<file path="config.mk">
export PLATFORM = sky130hd
export DESIGN_NAME = sys_reset_status_ctrl
export DESIGN_NICKNAME = d
export VERILOG_FILES = /design/src/rtl/sys_reset_status_ctrl.sv
export SDC_FILE = /design/constraint.sdc
export NUM_CORES = 1
export LEC_CHECK = 0
export ABC_AREA = 1
export CORE_MARGIN = 8
export CORE_UTILIZATION = 35
export CTS_CLUSTER_DIAMETER = 60
export DETAILED_ROUTE_END_ITERATION = 6
export HOLD_SLACK_MARGIN = 0.15
export SLEW_MARGIN = 5
export SYNTH_ARGS = -nofsm -noshare
export SYNTH_HDL_FRONTEND = slang
export SYNTH_SLANG_ARGS = --single-unit
</file>
<file path="constraint.sdc">
create_clock -name clk -period 3.5 [get_ports clk]
set_clock_uncertainty 0.15 [all_clocks]
set_input_delay 0.525 -clock clk [delete_from_list [all_inputs] [get_ports clk]]
set_output_delay 0.525 -clock clk [all_outputs]
set_load 0.03 [all_outputs]
</file>
<file path="src/rtl/sys_reset_status_ctrl.sv">
// PLL-lock supervisor: holds the core in reset until lock is stable, drives heartbeat and activity LEDs.
// Optional lock-loss monitor (lock_lost, lock_loss_cnt) is built only when LOCK_LOSS_MON_EN is defined.
//
// state     | meaning
// WAIT_LOCK | core held in reset, waiting for synchronised lock
// STABLE    | lock seen, counting consecutive locked cycles
// RUN       | core released, heartbeat running
module sys_reset_status_ctrl #(
   parameter int unsigned LOCK_STABLE_CYCLES = 1024,
   parameter int unsigned HB_DIV             = 25000000,
   parameter int unsigned N_ACT              = 2,
   parameter int unsigned ACT_STRETCH        = 2500000,
   parameter logic        ACT_IDLE           = 1'b1
) (
   input  logic             clk,
   input  logic             rst,
   input  logic             pll_locked,
   input  logic [N_ACT-1:0] act_in,
   output logic             core_rst,
   output logic             ready,
   output logic             heartbeat,
   output logic [N_ACT-1:0] act_led,
   output logic             lock_lost,
   output logic [7:0]       lock_loss_cnt
);

   localparam int unsigned CW = $clog2(LOCK_STABLE_CYCLES + 1);
   localparam int unsigned HW = $clog2(HB_DIV + 1);
   localparam int unsigned AW = $clog2(ACT_STRETCH + 1);
   localparam logic [CW-1:0] CNT_LAST = CW'(LOCK_STABLE_CYCLES - 1);
   localparam logic [HW-1:0] HB_LAST  = HW'(HB_DIV - 1);
   localparam logic [AW-1:0] ACT_LOAD = AW'(ACT_STRETCH);

   typedef enum logic [1:0] {
      WAIT_LOCK = 2'd0,
      STABLE    = 2'd1,
      RUN       = 2'd2
   } state_t;

   state_t           state;
   state_t           next_state;
   logic             lock_meta;
   logic             locked_s;
   logic [CW-1:0]    cnt;
   logic [HW-1:0]    hb_cnt;
   logic [N_ACT-1:0] act_meta;
   logic [N_ACT-1:0] act_sync;
   logic [N_ACT-1:0] act_dly;
   logic [N_ACT-1:0] act_edge;

   always_ff @(posedge clk or posedge rst) begin
      if (rst) begin
         lock_meta <= 1'b0;
         locked_s  <= 1'b0;
      end else begin
         lock_meta <= pll_locked;
         locked_s  <= lock_meta;
      end
   end

   always_ff @(posedge clk or posedge rst) begin
      if (rst) begin
         state <= WAIT_LOCK;
         cnt   <= '0;
      end else begin
         state <= next_state;
         if (state == STABLE && next_state == STABLE)
            cnt <= cnt + CW'(1);
         else
            cnt <= '0;
      end
   end

   // A lock drop on the terminal-count cycle must win, so it is tested first.
   always_comb begin
      next_state = state;
      case (state)
         WAIT_LOCK: if (locked_s) next_state = STABLE;
         STABLE: begin
            if (!locked_s)
               next_state = WAIT_LOCK;
            else if (cnt == CNT_LAST)
               next_state = RUN;
         end
         RUN:       if (!locked_s) next_state = WAIT_LOCK;
         default:   next_state = WAIT_LOCK;
      endcase
   end

   always_comb begin
      core_rst = 1'b1;
      ready    = 1'b0;
      if (state == RUN) begin
         core_rst = 1'b0;
         ready    = 1'b1;
      end
   end

   // Counting starts on the first edge spent in RUN; the leaving edge clears.
   always_ff @(posedge clk or posedge rst) begin
      if (rst) begin
         hb_cnt    <= '0;
         heartbeat <= 1'b0;
      end else if (state == RUN && next_state == RUN) begin
         if (hb_cnt == HB_LAST) begin
            hb_cnt    <= '0;
            heartbeat <= ~heartbeat;
         end else begin
            hb_cnt <= hb_cnt + HW'(1);
         end
      end else begin
         hb_cnt    <= '0;
         heartbeat <= 1'b0;
      end
   end

   always_ff @(posedge clk or posedge rst) begin
      if (rst) begin
         act_meta <= {N_ACT{ACT_IDLE}};
         act_sync <= {N_ACT{ACT_IDLE}};
         act_dly  <= {N_ACT{ACT_IDLE}};
         act_edge <= '0;
      end else begin
         act_meta <= act_in;
         act_sync <= act_meta;
         act_dly  <= act_sync;
         act_edge <= act_sync ^ act_dly;
      end
   end

   for (genvar i = 0; i < N_ACT; i++) begin : g_act
      logic [AW-1:0] stretch;

      always_ff @(posedge clk or posedge rst) begin
         if (rst)
            stretch <= '0;
         else if (act_edge[i])
            stretch <= ACT_LOAD;
         else if (stretch != '0)
            stretch <= stretch - AW'(1);
      end

      assign act_led[i] = (stretch != '0);
   end

`ifdef LOCK_LOSS_MON_EN
   logic lock_drop;
   assign lock_drop = (state == RUN) && (next_state == WAIT_LOCK);

   always_ff @(posedge clk or posedge rst) begin
      if (rst) begin
         lock_lost     <= 1'b0;
         lock_loss_cnt <= '0;
      end else if (lock_drop) begin
         lock_lost <= 1'b1;
         if (lock_loss_cnt != 8'hFF)
            lock_loss_cnt <= lock_loss_cnt + 8'd1;
      end
   end
`else
   assign lock_lost     = 1'b0;
   assign lock_loss_cnt = '0;
`endif

endmodule

</file>
==> flow_summary.yaml, run 1 <==
setup_path:
  r2r_cells: 7
  worstPathArrival_ps: 2390
  reg2reg_from: "g_act[0].stretch[0]"
  critical_path.max_fanout: 11
  crit_required_ps: 2820
  r2r_slack_ps: 1520
  critical_path.startpoint_type: "flop"
  end_kind: "primary output"
  worstSetupPathType: "reg2out"
  r2r_end: "g_act[0].stretch[15]"
synthesis:
  synthArstFlopShare_pct: 100
  yosys_warnings: 0
  synth_seq_cells: 93
  syn_area_um2: 5240
  synth-edff-count: 0
  synth.distinct_cells: 39
  syn_area_per_cell_um2: 7.54
  ys.flop_type: "dfrtp_1"
  yosysSeqAreaShare_pct: 44.5
  syn_inst: 695
route:
  drt_iter0_markers: 288
  finalWirelength_mm: 10.8
  drtPass1Iterations: 5
  post_drt_wl_per_cell_um: 12.0
  drc: 0
  viasPerCell: 4.62
  postRouteAntennaNets: 0
  num_vias: 4147
floorplanning:
  rows: 44
  start_util_pct: 35.9
  fp.dieW_um: 138
  io_pins: 19
  die_h_um: 138
  dieArea_um2: 19200
  coreArea_um2: 14600
cts:
  clk_pin_slew_ps: 70
  numCtsBuffers: 9
  cts.repair.resized: 0
  tritoncts: "done"
  hold_buffers: 0
  clock_sinks: 93
  cts_setup_buffers: 0
  clk_latency_ps: 350
  h-tree-depth: 3
  root_buffer: "clkbuf_16"
  cts.path.max_buffers: 2
run:
  max_cap_viol_count: 0
placed_design:
  placed_area_um2: 5500
  gp_congestion: 0.876
  dpl.hpwl_mm: 7.68
  port_buffers: 9
  placed_cells: 881
finish:
  final_cell_area_um2: 5810
  drive_gt1_share_pct: 10.5
  fin_cells: 897
  regArea_um2: 2330
  multi_input_area_um2: 2460
  nets: 717
  num-fill-cells: 1492
  area_delta_synth_final_pct: 10.7
  num_antenna_cells: 0
global_routing:
  grt_pass1_wl_mm: 18.7
  track_usage_pct: 11.7
  grt-ovfl-total: 0
  antenna_found_initial: 0
  grt_pass1_vias: 4025
  grt_max_degree: 94
hold_path:
  whs_path_depth: 0
  whs_endpoint: "act_sync[0]"
  hp-start: "act_meta[0]"
  hold_path_class: "reg2reg"
sta:
  period_share_pct: 87.4
  maxSlewViolCount: 0
  worst_pin_slew_ps: 600
  max_freq_ghz: 0.327
  setup_violations: 0
  rsz0062_at_grt: "false"
  slew_headroom_pct: 59.9
  period_minus_slack_ps: 3060
  finalHoldViolations: 0
  final.setup.tns_ps: 0
  hold_ws_ps: 208
power_and_ir_drop:
  power.internal_mw: 1.79
  comb_power_share_pct: 13.2
  totalPowerFinal_mw: 2.54
  seq_power_share_pct: 46.6
  power.leakage_nw: 2.64
  p_sw_mw: 0.746
  power.density_nw_per_um2: 437
  vdd_ir_drop_max_v: 0.000301
  sw_frac_of_total_pct: 29.4
  clkPwrFrac_pct: 40.2
run_status:
  status: "completed"
## flip-flops by register name (all words and copies together) (netlist names)
name,cells
state,2
hb_cnt,25
act_sync,2
g_act.stretch,44
act_meta,2
heartbeat,1
act_edge,2
locked_s,1
cnt,11
act_dly,2
lock_meta,1
## metrics by stage
step / setup WS [ps] / utilization, %
finish: 439 / 39.8
global route: 253 / 39.8
CTS: 405 / 39.8
detailed placement: 799 / 37.7
floorplan: 415 / -
global placement: 823 / 37.7
## critical path, stage by stage, from the launching register on
cell             delay (ps)
dfrtp_1                 360
inv_1                   140
ha_1                    300
nand2_2                 120
nor2_4                  170
nand2_4                  80
inv_2                    80
nand2_2                 150
clkdlybuf4s50_1         640
## Yosys cell counts (9+ instances only)
library cell | instances | share of area [%]
nand2_1 | 147 | 11
inv_1 | 89 | 6.4
a21oi_1 | 10 | 0.95
nor2_1 | 144 | 10
nand4_1 | 24 | 2.9
dfrtp_1 | 87 | 42
nor2_2 | 15 | 1.8
buf_4 | 9 | 1.3
o21ai_0 | 9 | 0.86
xor2_1 | 15 | 2.5
nand3_1 | 56 | 5.3
## cell type report
type / instances / share of cell area [%]
tap: 184 / 3.97
multi-input combinational: 500 / 42.4
clock buffer: 9 / 3.88
inverter: 93 / 6.08
sequential: 93 / 40.2
timing repair buffer: 11 / 2.03
clock inverter: 7 / 1.42
## kinds of logic (layout without fill, tap and decap cells)
family | count (synthesis) | after routing | synth area share [%]
other cells | 1 | 9 | 0.0715
fa+ha+maj | 4 | 4 | 0.955
xor+xnor | 23 | 23 | 3.84
simple gates | 430 | 430 | 37.8
compound gates | 34 | 34 | 3.72
buf+inv | 110 | 120 | 9.07
flops | 93 | 93 | 44.5
## cells in the final DEF, fill, tap and decap left out, drive strengths merged, types with 4 or more instances in the layout
cell,instances
nor2,165
nand2,158
inv,95
dfrtp,87
nand3,62
nand4,25
xor2,15
o21ai,13
a21oi,10
nor3,10
conb,9
clkbuf,9
clkdlybuf4s50,9
xnor2,8
dfstp,6
a21o,5
or2,5
ha,4
## how the worst max path moves through the flow
stage                              startpoint           to  slack, ps  cells past startpoint
final                     g_act[1].stretch[0]   act_led[1]        440                      8
after global routing      g_act[1].stretch[0]   act_led[1]        250                      8
after CTS                 g_act[1].stretch[0]   act_led[1]        400                      8
after detailed placement  g_act[1].stretch[0]   act_led[1]        800                      8
after global placement    g_act[1].stretch[0]   act_led[1]        820                      8
after floorplan                           rst  act_edge[0]        410                      1
## power groups by stage
stage / Clock (mW) / Combinational (mW) / Sequential [mW]
floorplan: 0 / 0.275 / 1.19
detailed placement: 0 / 0.339 / 1.20
finish: 1.02 / 0.336 / 1.18
CTS: 1.06 / 0.340 / 1.18
global route: 1.09 / 0.390 / 1.19
global placement: 0 / 0.340 / 1.20
## layer usage
layer	GRT usage [%]	wire [µm]
met2	18.6	5000
met5	0	0
met3	3.25	416
met1	14.6	5230
met4	4.69	129
Note: power is estimated with default switching activity, not from simulation.
==> run 2: changes to the inputs <==
- CTS_CLUSTER_SIZE: default -> 30
==> results of run 2 <==
Same layout as run 1: the final DEF is identical, and so are final timing and power.
